### src/rtl/vga_timing_gen.sv
// Raster timing for 640x480@60: pixel/line counters, registered sync and blank decodes,
// and a short delay pipe that keeps the VGA-pin syncs aligned with downstream registered RGB.
module vga_timing_gen #(
  parameter int H_VISIBLE = 640,
  parameter int H_FP      = 16,
  parameter int H_SYNC    = 96,
  parameter int H_BP      = 48,
  parameter int V_VISIBLE = 480,
  parameter int V_FP      = 10,
  parameter int V_SYNC    = 2,
  parameter int V_BP      = 33,
  parameter int PIPE_DLY  = 1
) (
  input  logic        vga_clk,
  input  logic        reset_n,
  output logic [9:0]  DrawX,
  output logic [9:0]  DrawY,
  output logic        hs,
  output logic        vs,
  output logic        blank,
  output logic        hs_d,
  output logic        vs_d,
  output logic        blank_d,
  output logic        frame_start,
  output logic [15:0] frame_cnt
);

  localparam int H_TOTAL = H_VISIBLE + H_FP + H_SYNC + H_BP;
  localparam int V_TOTAL = V_VISIBLE + V_FP + V_SYNC + V_BP;
  localparam logic [9:0] H_LAST = 10'(H_TOTAL - 1);
  localparam logic [9:0] V_LAST = 10'(V_TOTAL - 1);

  // Sync is active low inside [beg, beg+len); integer compare avoids 10-bit overflow at 1024.
  function automatic logic sync_n(input logic [9:0] pos, input int beg, input int len);
    int p;
    p = int'(pos);
    return !((p >= beg) && (p < beg + len));
  endfunction

  function automatic logic visible(input logic [9:0] x, input logic [9:0] y);
    return (int'(x) < H_VISIBLE) && (int'(y) < V_VISIBLE);
  endfunction

  logic [9:0] x_next;
  logic [9:0] y_next;
  logic       x_wrap;
  logic       frame_wrap;

  always_comb begin
    x_wrap     = (DrawX == H_LAST);
    frame_wrap = x_wrap && (DrawY == V_LAST);
    x_next     = x_wrap ? 10'd0 : DrawX + 10'd1;
    y_next     = DrawY;
    if (x_wrap)
      y_next = (DrawY == V_LAST) ? 10'd0 : DrawY + 10'd1;
  end

  // Stage p0: counters and decodes of the next position, so all outputs share one edge.
  always_ff @(posedge vga_clk or negedge reset_n) begin
    if (!reset_n) begin
      DrawX       <= '0;
      DrawY       <= '0;
      hs          <= 1'b1;
      vs          <= 1'b1;
      blank       <= 1'b0;
      frame_start <= 1'b0;
      frame_cnt   <= '0;
    end else begin
      DrawX       <= x_next;
      DrawY       <= y_next;
      hs          <= sync_n(x_next, H_VISIBLE + H_FP, H_SYNC);
      vs          <= sync_n(y_next, V_VISIBLE + V_FP, V_SYNC);
      blank       <= visible(x_next, y_next);
      frame_start <= frame_wrap;
      if (frame_wrap)
        frame_cnt <= frame_cnt + 16'd1;
    end
  end

  generate
    if (PIPE_DLY == 0) begin : g_nodly
      assign hs_d    = hs;
      assign vs_d    = vs;
      assign blank_d = blank;
    end else begin : g_dly
      logic [PIPE_DLY-1:0] hs_p1;
      logic [PIPE_DLY-1:0] vs_p1;
      logic [PIPE_DLY-1:0] blank_p1;

      // Stage p1: shift registers; bit 0 is the newest sample.
      always_ff @(posedge vga_clk or negedge reset_n) begin
        if (!reset_n) begin
          hs_p1    <= '1;
          vs_p1    <= '1;
          blank_p1 <= '0;
        end else begin
          hs_p1    <= PIPE_DLY'({hs_p1, hs});
          vs_p1    <= PIPE_DLY'({vs_p1, vs});
          blank_p1 <= PIPE_DLY'({blank_p1, blank});
        end
      end

      assign hs_d    = hs_p1[PIPE_DLY-1];
      assign vs_d    = vs_p1[PIPE_DLY-1];
      assign blank_d = blank_p1[PIPE_DLY-1];
    end
  endgenerate

endmodule
### config.mk
export PLATFORM = sky130hd
export DESIGN_NAME = vga_timing_gen
export DESIGN_NICKNAME = d
export VERILOG_FILES = /design/src/rtl/vga_timing_gen.sv
export SDC_FILE = /design/constraint.sdc
export NUM_CORES = 1
export LEC_CHECK = 0
export BUFFER_PORTS_ARGS = -buffer_cell sky130_fd_sc_hd__buf_2
export CAP_MARGIN = 25
export CORE_UTILIZATION = 54
export CTS_CLUSTER_DIAMETER = 150
export DETAILED_ROUTE_END_ITERATION = 7
export PLACE_DENSITY = 0.85
export SLEW_MARGIN = 20
export SYNTH_ARGS = -nofsm -noshare
export SYNTH_HDL_FRONTEND = slang
export SYNTH_SLANG_ARGS = --single-unit
### constraint.sdc
create_clock -name vga_clk -period 2.6 [get_ports vga_clk]
set_input_delay 0.52 -clock vga_clk [delete_from_list [all_inputs] [get_ports vga_clk]]
set_output_delay 0.52 -clock vga_clk [all_outputs]
set_load 0.01 [all_outputs]
==> results.md <==
- Leakage: around 1.3 nW
- Post-CTS setup buffers: 0
- Netlist Area Pre-Place: roughly 2100 sq um
- Largest net degree at the start of global routing: 44
- Number of buffers created by CTS: 5
- Run status: completed
- Power Density: between 400 and 500 nW/um^2
- Post-CTS Hold Buffers: 0
- Total number of H-tree levels: 2
- Register area share after synthesis: 50.56%
- # diodes: 0
- Number of global-route vias before repair: 1,524
- Post_cts resized: 0
- Clock skew: slightly above 8 ps
- Ys Warns: 0
- Final WS setup: about 340 ps
- Mean Syn Cell Area: between 10 and 15 sq um
- GRT Total Usage: a little under a quarter
- Synth Flop Type: dfrtp_1
- Worst skew pair latency: about 300 ps
- Port bufs: 44
- Max Slew Vio Count: 0
- Synth area leaders: dfrtp_1 (46%), xor2_1 (5.7%), dfstp_2 (4.9%)
- Routed WL: 4415 um
- P_int: approximately 0.96 mW
- Die H: roughly 65 um
- Placed wire-length estimate: about 3200 um
- Final antenna-violating net count: 0
- DR iter-0 viols: 81
- Core Rows: 22
- Switch share: approximately a fifth
- Combinational cell fraction of total power: approximately 1.5%
- Worst Hold Class: input port to asynchronous set/reset pin
- Flop pwr share: ~56%
- Max-cap violations: 0
- Crit start category: flop
- # setup viols final: 0
- Final worst-path cycle share: roughly 87%
- Clk network pwr share: about 43%
- Die W: 64.93 um
- Wire per inst: 14.77 um
- Worst vdd ir: ~250 uV
- Tmin final: around 2300 ps
- Distinct cell type count after synthesis: 48
- Worst reg-to-reg setup slack: between 300 and 400 ps
- Slew of the pin with the lowest slew margin: 457.6 ps
- Reg2reg end: vs$_DFF_PN1_
- First-pass GRT wire length: approximately 7400 um
- Crit-path max FO: 5
- Final #Nets: 257
- Die area: approximately 4200 sq um
- Post-synth EDFFs: 0
- Cells after synthesis: 200
- Drt pass-1 iters: 4
- Grt ovf: 0
- Vias/cell: ~5.7
- Routability cong.: 0.8905
- Area growth, synth to finish: 19.49%
- Clk slew on worst S/H paths: approximately 80 ps
- Required @ worst endpoint: approximately 2800 ps
- Synth area leader: dfrtp_1
- DR vias: 1,700
- Setup TNS: 0 ps
- Unrepaired setup endpoints after global routing: false
- Classification of the worst setup path: flop to flop
- Ys async rst share: 100.0%
- CTS tree: built
- Post-Syn Nets: 207
- Slew HR: 69.10%
- Max Freq: ~440 MHz
- Worst r2r src: DrawX[0]$_DFF_PN0_
- Synth top area share: a little under half
- Fin. Hold Viols: 0
- Max clock buf depth: 2
- Synth Register Bits: 43
- Dpl ws: about 390 ps
- Layout cells sized above 1: 27.49%
- Initial antenna violation count: 0
- Clock Tree Root: clkbuf_8
- Core Box Area: around 3700 sq um
- Net switching power of the design: around 0.24 mW
- Crit path arrival time: between 2000 and 2500 ps
- DRC violations left: 0
- Io pins: 45
- Clock Sinks: 43
- Worst Setup End Kind: flop
- Worst Reg-to-Reg Cells: 6
- Starting density of the core: between 50% and 60%
-- stage by stage --
stage	instances	cell area, sq um	hold WS, ps	power (mW)	utilization, %
CTS	298	2527	368.6	1.202	68.01
detailed placement	290	2415	357.9	0.6948	64.98
floorplan	200	2138	224.4	0.6817	-
global placement	290	2415	353.3	0.6949	64.98
global route	299	2555	187.2	1.240	68.75
finish	299	2555	149.8	1.197	68.75
-- synthesized netlist by cell type, drive strengths merged (4+ instances only) --
cell / number
dfrtp: 39
nand2: 17
nand3: 11
o21ai: 7
and4: 4
nand4: 9
and3: 4
xor2: 15
xnor2: 12
dfstp: 4
nor3: 6
inv: 10
ha: 5
nor2: 19
-- area by class of cell --
| class | instances | area, sq um |
|---|---|---|
| Fill cell | 289 | 1161 |
| Sequential cell | 43 | 1081 |
| Multi-Input combinational cell | 143 | 1001 |
| Timing Repair Buffer | 47 | 262.8 |
| Clock buffer | 5 | 68.82 |
| Tap cell | 48 | 60.06 |
| Clock inverter | 3 | 43.79 |
| Inverter | 10 | 37.54 |
-- power by group through the flow --
stage	clock [mW]	combinational, mW	sequential, mW
global route	0.551	0.0208	0.668
CTS	0.520	0.0133	0.668
floorplan	0	0.000000439	0.682
finish	0.511	0.0174	0.669
global placement	0	0.0134	0.682
detailed placement	0	0.0133	0.682
-- sequential cells by signal (all words and copies together), names as in the netlist --
register / cells
DrawX: 10
DrawY: 10
blank: 1
blank_d: 1
frame_cnt: 16
frame_start: 1
hs: 1
hs_d: 1
vs: 1
vs_d: 1
-- per-layer routing --
metal,share of wire (%),track usage [%],vias to the layer above
li1,-,-,802
met1,46,32.95,847
met2,48,35.68,49
met3,5.0,4.754,2
met4,0.70,7.778,0
met5,0,0,-
-- worst max path at each step --
stage | end | depth (start not counted) | from | slack (ps)
floorplan | vs$_DFF_PN1_ | 7 | DrawX[0]$_DFF_PN0_ | 450
CTS | vs$_DFF_PN1_ | 6 | DrawX[0]$_DFF_PN0_ | 330
global placement | vs$_DFF_PN1_ | 6 | DrawX[0]$_DFF_PN0_ | 460
finish | vs$_DFF_PN1_ | 6 | DrawX[0]$_DFF_PN0_ | 340
global route | frame_cnt[14]$_DFFE_PN0P_ | 7 | DrawX[0]$_DFF_PN0_ | 180
detailed placement | vs$_DFF_PN1_ | 6 | DrawX[0]$_DFF_PN0_ | 390
-- critical path, cell delays in order (launching register included) --
cell and delay, ps:
dfrtp_1 430, ha_1 260, nand4_1 220, nor4_2 390, and4b_1 230, o311ai_0 150
or4b_1 510
-- cells by family after synthesis --
family | synth area share (%)
XOR/XNOR | 11.41
adder cells (fa/ha/maj) | 2.926
flip-flops | 50.56
multiplexers | 0.9947
AND/OR/NAND/NOR | 24.69
AO/OA/AOI/OAI | 6.788
buffers and inverters | 2.633
-- placed cells by master, fill, tap and decap left out, drive strengths merged, types with 2 or more instances in the layout --
cell type,n
a21oi,3
and2,3
and3,4
and4,4
buf,47
clkbuf,5
clkinv,2
dfrtp,39
dfstp,4
ha,5
inv,10
nand2,17
nand3,11
nand3b,3
nand4,9
nor2,19
nor3,6
nor4,3
o21ai,7
xnor2,12
xor2,15
Note: power is estimated with default switching activity, not from simulation.
